File: config.mk
export PLATFORM = sky130hd
export DESIGN_NAME = csa_multi_accumulator
export DESIGN_NICKNAME = d
export VERILOG_FILES = /design/src/rtl/csa_multi_accumulator.sv
export SDC_FILE = /design/constraint.sdc
export NUM_CORES = 1
export LEC_CHECK = 0
export ABC_CLOCK_PERIOD_IN_PS = 3300
export CELL_PAD_IN_SITES_DETAIL_PLACEMENT = 0
export CELL_PAD_IN_SITES_GLOBAL_PLACEMENT = 2
export CORE_UTILIZATION = 34
export DETAILED_ROUTE_END_ITERATION = 7
export GPL_ROUTABILITY_DRIVEN = 0
export PLACE_DENSITY_LB_ADDON = 0.1
export RECOVER_POWER = 100
export SYNTH_ARGS = -nofsm -noshare
export SYNTH_HDL_FRONTEND = slang
export SYNTH_SLANG_ARGS = --single-unit
File: constraint.sdc
create_clock -name clk -period 3.3 [get_ports clk]
set_input_delay 0.33 -clock clk [delete_from_list [all_inputs] [get_ports clk]]
set_output_delay 0.33 -clock clk [all_outputs]
set_load 0.02 [all_outputs]
File: src/rtl/csa_multi_accumulator.sv
// ---------------------------------------------------------------------------
// csa_multi_accumulator
//
// Streaming multi-operand adder. Each accepted beat carries NUM_OPS unsigned
// operands of WIDTH bits. The operands are folded into a redundant sum/carry
// pair (acc_s/acc_c) through 3:2 carry-save compressors, so accumulating any
// number of beats needs no carry propagation. One carry-propagate add
// resolves the packet when its last beat has been taken, in a single
// RESOLVE cycle.
//
// Parameters
//   WIDTH      operand width in bits (>= 2)
//   NUM_OPS    operands per beat (>= 2)
//   MAX_BEATS  beats per packet that are guaranteed not to wrap (>= 1)
//   SUM_W      result width, WIDTH + clog2(NUM_OPS*MAX_BEATS)
//
// Ports
//   clk           rising-edge clock
//   rst_n         asynchronous active-low reset
//   in_valid      beat offered by the producer
//   in_ready      beat taken when in_valid && in_ready; driven from state only
//   in_last       marks the final beat of a packet
//   in_data       operand k at in_data[k*WIDTH +: WIDTH]
//   out_valid     result held in the output register
//   out_ready     consumer takes the result when out_valid && out_ready
//   out_sum       packet sum mod 2^SUM_W
//   out_overflow  packet had more than MAX_BEATS beats (sum may have wrapped)
// ---------------------------------------------------------------------------
module csa_multi_accumulator #(
  parameter  int WIDTH     = 4,
  parameter  int NUM_OPS   = 4,
  parameter  int MAX_BEATS = 4,
  localparam int SUM_W     = WIDTH + $clog2(NUM_OPS * MAX_BEATS)
) (
  input  logic                     clk,
  input  logic                     rst_n,
  input  logic                     in_valid,
  output logic                     in_ready,
  input  logic                     in_last,
  input  logic [NUM_OPS*WIDTH-1:0] in_data,
  output logic                     out_valid,
  input  logic                     out_ready,
  output logic [SUM_W-1:0]         out_sum,
  output logic                     out_overflow
);

  // The counter must be able to hold MAX_BEATS+1 (its saturation value).
  localparam int CNT_W = $clog2(MAX_BEATS + 2);
  localparam logic [CNT_W-1:0] CNT_MAX = CNT_W'(MAX_BEATS);
  localparam logic [CNT_W-1:0] CNT_SAT = CNT_W'(MAX_BEATS + 1);

  typedef enum logic {
    ACCUM   = 1'b0,
    RESOLVE = 1'b1
  } state_e;

  state_e            state_q,      state_d;
  logic [SUM_W-1:0]  acc_s_q,      acc_s_d;
  logic [SUM_W-1:0]  acc_c_q,      acc_c_d;
  logic [CNT_W-1:0]  beat_cnt_q,   beat_cnt_d;
  logic              ovf_flag_q,   ovf_flag_d;
  logic              out_valid_q,  out_valid_d;
  logic [SUM_W-1:0]  out_sum_q,    out_sum_d;
  logic              out_ovf_q,    out_ovf_d;

  logic [SUM_W-1:0]  tree_s, tree_c;
  logic [SUM_W-1:0]  csa_op, csa_sum, csa_car;

  // -------------------------------------------------------------------------
  // Carry-save reduction: acc_s, acc_c and the NUM_OPS zero-extended operands
  // pass through a chain of 3:2 compressors, each absorbing one operand.
  // The carry vector is shifted left by one and truncated to SUM_W, which
  // keeps the redundant pair congruent to the true sum mod 2^SUM_W.
  // -------------------------------------------------------------------------
  always_comb begin
    // NOTE: every variable written here gets a value before any branch or
    // loop, so no path can leave it unassigned and infer a latch.
    tree_s  = acc_s_q;
    tree_c  = acc_c_q;
    csa_op  = '0;
    csa_sum = '0;
    csa_car = '0;
    for (int k = 0; k < NUM_OPS; k++) begin
      csa_op  = SUM_W'(in_data[k*WIDTH +: WIDTH]);
      csa_sum = tree_s ^ tree_c ^ csa_op;
      csa_car = ((tree_s & tree_c) | (tree_s & csa_op) | (tree_c & csa_op)) << 1;
      tree_s  = csa_sum;
      tree_c  = csa_car;
    end
  end

  // -------------------------------------------------------------------------
  // Next-state logic: FSM, accumulator, beat counter and output register.
  // -------------------------------------------------------------------------
  always_comb begin
    state_d     = state_q;
    acc_s_d     = acc_s_q;
    acc_c_d     = acc_c_q;
    beat_cnt_d  = beat_cnt_q;
    ovf_flag_d  = ovf_flag_q;
    out_sum_d   = out_sum_q;
    out_ovf_d   = out_ovf_q;
    // A drained result clears unless a new one is loaded below.
    out_valid_d = out_valid_q && !out_ready;

    unique case (state_q)
      ACCUM: begin
        if (in_valid) begin
          acc_s_d = tree_s;
          acc_c_d = tree_c;
          if (beat_cnt_q != CNT_SAT) beat_cnt_d = beat_cnt_q + 1'b1;
          // This beat pushes the count past MAX_BEATS.
          if (beat_cnt_q >= CNT_MAX) ovf_flag_d = 1'b1;
          if (in_last) state_d = RESOLVE;
        end
      end
      RESOLVE: begin
        // Load when the slot is empty or its current result leaves this edge.
        if (!out_valid_q || out_ready) begin
          out_sum_d   = acc_s_q + acc_c_q;
          out_ovf_d   = ovf_flag_q;
          out_valid_d = 1'b1;
          acc_s_d     = '0;
          acc_c_d     = '0;
          beat_cnt_d  = '0;
          ovf_flag_d  = 1'b0;
          state_d     = ACCUM;
        end
      end
      default: state_d = ACCUM;
    endcase
  end

  always_ff @(posedge clk or negedge rst_n) begin
    if (!rst_n) begin
      state_q     <= ACCUM;
      acc_s_q     <= '0;
      acc_c_q     <= '0;
      beat_cnt_q  <= '0;
      ovf_flag_q  <= 1'b0;
      out_valid_q <= 1'b0;
      out_sum_q   <= '0;
      out_ovf_q   <= 1'b0;
    end else begin
      // NOTE: non-blocking assignments make every register update from the
      // values present before the edge, independent of statement order.
      state_q     <= state_d;
      acc_s_q     <= acc_s_d;
      acc_c_q     <= acc_c_d;
      beat_cnt_q  <= beat_cnt_d;
      ovf_flag_q  <= ovf_flag_d;
      out_valid_q <= out_valid_d;
      out_sum_q   <= out_sum_d;
      out_ovf_q   <= out_ovf_d;
    end
  end

  assign in_ready     = (state_q == ACCUM);
  assign out_valid    = out_valid_q;
  assign out_sum      = out_sum_q;
  assign out_overflow = out_ovf_q;

endmodule

======== Word level (Yosys, flattened, before mapping) ========
Index checks and enable logic that the tools add are counted.
storage, ports and cells
  bits in registers ....................... 31
  input bits .............................. 21
  word-level logic and storage cells ...... 72
operators by class
  add/sub/neg operators ................... 2
  $lt $le $gt $ge ......................... 1
  equality and inequality tests ........... 5
  mux-type cells .......................... 19
  bitwise logic cells ..................... 29
  reductions and logical operators ........ 8
operator list
  cell                 number
  $and 7x4->7          8
  $or 7x7->7           8
  $pmux 8 s2           2
  $xor 8x4->8          4
  $xor 8x8->8          4
  $and 7x7->7          4
  $mux 8               3
  $mux 3               3
  $add 8x8->8          1
  $mux 1               8
  $ne 2x1->1 const B   3
  $pmux 3 s2           1
  $reduce_and 3->1     2
  $pmux 1 s2           2
  $reduce_and 2->1     2
  $add 3x1->3 const B  1
  $ge 3x3->1 const B   1
  $ne 3x3->1 const B   1
  $logic_not 1->1      2
  $ne 2x2->1 const B   1
  $logic_and 1x1->1    1
  $logic_or 1x1->1     1
  $not 1->1            1

======== Depth between registers and ports, before layout ========
  word-level depth ........................ 14
  depth in mapped cells ................... 7
  gate-level depth less buffers ........... 7

======== Least setup slack after synthesis ========
Ideal clock, no wire load.
  path kind ............................... flip-flop to flip-flop
  start point ............................. register acc_s_q[1]
  end point ............................... register acc_s_q[1]
  setup time .............................. 0.126 ns
  arrival ................................. 2.460 ns
  slack ................................... 0.713 ns
  stages on the path, launching flop included .. 7
  cells stage by stage .................... dfrtp_1 fa_1 fa_1 fa_1 inv_1 fa_1 o21ai_0
on the way
  word-level cells in the longest chain between the ends .. 10
ends and longest elaborated chain
  what                    line  RTL
  start, declared         58    logic [SUM_W-1:0] acc_s_q, acc_s_d;
  start signal, assigned  148   acc_s_q <= acc_s_d;
  $xor 8x8->8             85    csa_sum = tree_s ^ tree_c ^ csa_op;
  $xor 8x4->8             85
  $xor 8x8->8             85
  $xor 8x4->8             85
  $xor 8x8->8             85
  $xor 8x4->8             85
  $xor 8x8->8             85
  $xor 8x4->8             85
  $mux 8                  108   if (in_valid) begin
  $pmux 8 s2              106   unique case (state_q)
No other way between the ends. The select of a mux whose other input is x is not followed.
A chain may end at the register's enable or synchronous reset.

======== Final worst setup path ========
  start point ............................. input port in_data[2]
  end point ............................... register acc_s_q[2]
on the way
  word-level cells in the longest chain between the ends .. 9
ends and longest elaborated chain
  what             line  RTL
  start, declared  40    input logic [NUM_OPS*WIDTH-1:0] in_data,
  $xor 8x4->8      85
  $xor 8x8->8      85
  $xor 8x4->8      85
  $xor 8x8->8      85
  $xor 8x4->8      85
  $xor 8x8->8      85
  $xor 8x4->8      85
  $mux 8           108
  $pmux 8 s2       106
No other way between the ends. The select of a mux whose other input is x is not followed.

==> metrics <==
status finished, violations left; failing checks capacitance limit, slew limit; initial antenna violation count 0; CP startpoint kind input port; crit end category register; CTS Buf Count 5; starting density of the core 36.3%; Placement Cell Area 2280 um^2; crit path kind in -> reg; cell area after layout between 2000 and 2500 um^2; CTS Root Cell clkbuf_8; Vias 1330; wire per inst 13.2 um; largest net degree at the start of global routing 31; leakage approximately 1.1 nW; unrepaired setup endpoints after global routing false; TritonCTS clock tree built; CP dominant cell by count fa_1; Hold WS 0.467 ns; ant diodes 0; Critical Path AT 3.04 ns; worst hold path type reg -> reg; crit path cell chain dlygate4sd3_1 -> fa_1 -> fa_1 -> fa_1 -> fa_1 -> nand2_1 -> o21ai_0; PostCTS Resize Cnt 0; Syn Inst Count 178; final slew viol count 31; total gr overflow 0; Post-synth EDFFs 0; die span in x 77.0 um; Area Overhead vs Synth 22.1%; Fin Setup TNS 0 ns; number of library cell types mapped by synthesis 31; Slew @ Worst Pin 1.63 ns; CP peak stage delay ~0.58 ns; Tot Pwr between 2 and 2.5 mW; number of global-route vias before repair 1353; critical path's slowest cell dlygate4sd3_1; crit path max fanout 1; CP required 3.40 ns; drt total wl 3740 um; vias per cell 4.72; register area ~750 um^2; min cycle time layout just under 3 ns; core area 5270 um^2; postcts setup bufs 0; worst path buffer plus inverter count 1; clk_lat worst skew 0.28 ns; Num Clock Sinks 30; fmax between 300 and 400 MHz; die area 5930 um^2; synthesized area 1910 um^2; first-pass GRT wire length between 6000 and 7000 um; pwr/cell area 865 nW/um^2; Total GRT Usage ~15%; Clock Skew 0.00631 ns; post-layout net count 269; initial drt markers 91; First-pass DRT Iterations 4; ys flop type dfrtp_1; dpl hpwl between 2000 and 3000 um; family with the most delay on the worst path adder cells; drt drc 0; maxcap violations 1; post-synthesis async set-or-reset flop share 100%; CTS Hold Bufs 0; final setup fails 0; share of layout cells above drive strength 1 3.30%; relative slew slack -8.66%; Max VDD drop 0.451 mV; sequential-to-total area share from yosys stat 39.2%; buffer depth of the longest clock path 2; final hold violation count 0; Syn Nets 235; YS warnings 0; H-tree depth 2; clock slew at reported path FFs 0.06 ns; IO Count 32; number of port buffers 31; Cell Rows 26; FF+latch count, synth 30; # fillers about 540; DRT antenna net count 0; die height 77.0 um; Multi-input gate area 1070 um^2; final worst path period share 89.1%; Avg Cell Area, Syn between 10 and 15 um^2
synth_stat cells, drive strengths merged (2+ instances only):
library cell  count  area share (%)
nand2            43             8.4
fa               15              16
inv               7             1.4
nand2b            2             1.0
buf               6             2.2
ha               21              14
dfrtp            30              39
xnor2             8             3.7
nand3             3            0.78
o21ai            22             6.0
a21oi             5             1.3
cell usage in the layout (no fill, tap or decap), types with 2 or more instances in the layout:
master            n
ha_1             21
xnor2_1           8
inv_1             7
clkbuf_1          3
dlygate4sd3_1    16
clkdlybuf4s50_1  15
nand2_1          43
fa_1             15
clkbuf_8          5
o21ai_0          22
nand2b_1          2
a21oi_1           5
nand3_1           3
dfrtp_1          30
area by class of cell:
| cell class | instances | share of cell area, % |
|---|---|---|
| Multi-Input combinational cell | 135 | 46.0 |
| Clock buffer | 7 | 3.27 |
| Inverter | 7 | 1.12 |
| Timing Repair Buffer | 33 | 13.8 |
| Sequential cell | 30 | 32.1 |
| Tap cell | 70 | 3.75 |
state kept, by name, summed over array words and instances, names as in the netlist:
| register | flops |
|---|---|
| out_overflow | 1 |
| out_valid | 1 |
| state_q | 1 |
| acc_c_q | 7 |
| acc_s_q | 8 |
| ovf_flag_q | 1 |
| out_sum | 8 |
| beat_cnt_q | 3 |
power by group:
| part | switching (mW) | internal [mW] |
|---|---|---|
| combinational | 0.622 | 0.494 |
| sequential | 0.115 | 0.516 |
| clock | 0.128 | 0.145 |
routing by layer:
layer	up-vias	wire, um	track usage [%]
li1	658	-	-
met1	644	1740	20.4
met2	23	1830	23.6
met3	5	130	4.29
met4	0	27	4.53
met5	-	0	0
metrics by stage:
stage / utilization (%) / instances / setup slack [ns]
2_1_floorplan: - / 178 / 0.713
3_3_place_gp: 43.4 / 275 / 0.260
3_5_place_dp: 43.4 / 275 / 0.205
4_1_cts: 44.8 / 282 / 0.516
5_1_grt: 44.3 / 282 / 0.244
6_report: 44.3 / 282 / 0.359
worst register-to-register path, delay by kind of cell (launching register included):
family | cells | cell delay [ns]
adder cells (fa/ha/maj) | 4 | 1.96
flip-flops | 1 | 0.44
AO/OA/AOI/OAI | 1 | 0.08
AND/OR/NAND/NOR | 1 | 0.06
logic make-up (layout without fill, tap and decap cells):
kind of cell | after synthesis | after routing | synth area share (%)
compound gates | 35 | 35 | 10.9
xor+xnor | 9 | 9 | 4.12
fa+ha+maj | 36 | 36 | 29.4
buf+inv | 13 | 47 | 3.53
flops | 30 | 30 | 39.2
simple gates | 55 | 55 | 12.8
final timing paths:
| kind | slack [ns] | startpoint | to | depth (start not counted) |
|---|---|---|---|---|
| setup / recovery | 0.36 | in_data[2] | acc_s_q[2] | 7 |
| hold / removal | 0.47 | out_sum[2] | out_sum[2] | 2 |
| setup reg to reg | 0.59 | acc_s_q[2] | acc_s_q[2] | 6 |
| hold reg to reg | 0.47 | out_sum[2] | out_sum[2] | 2 |
| max in group asynchronous | 1.35 | rst_n | acc_s_q[0] | 2 |
| min in group asynchronous | 1.01 | rst_n | out_sum[7] | 2 |
No activity file was read; power rests on OpenSTA's default activity.
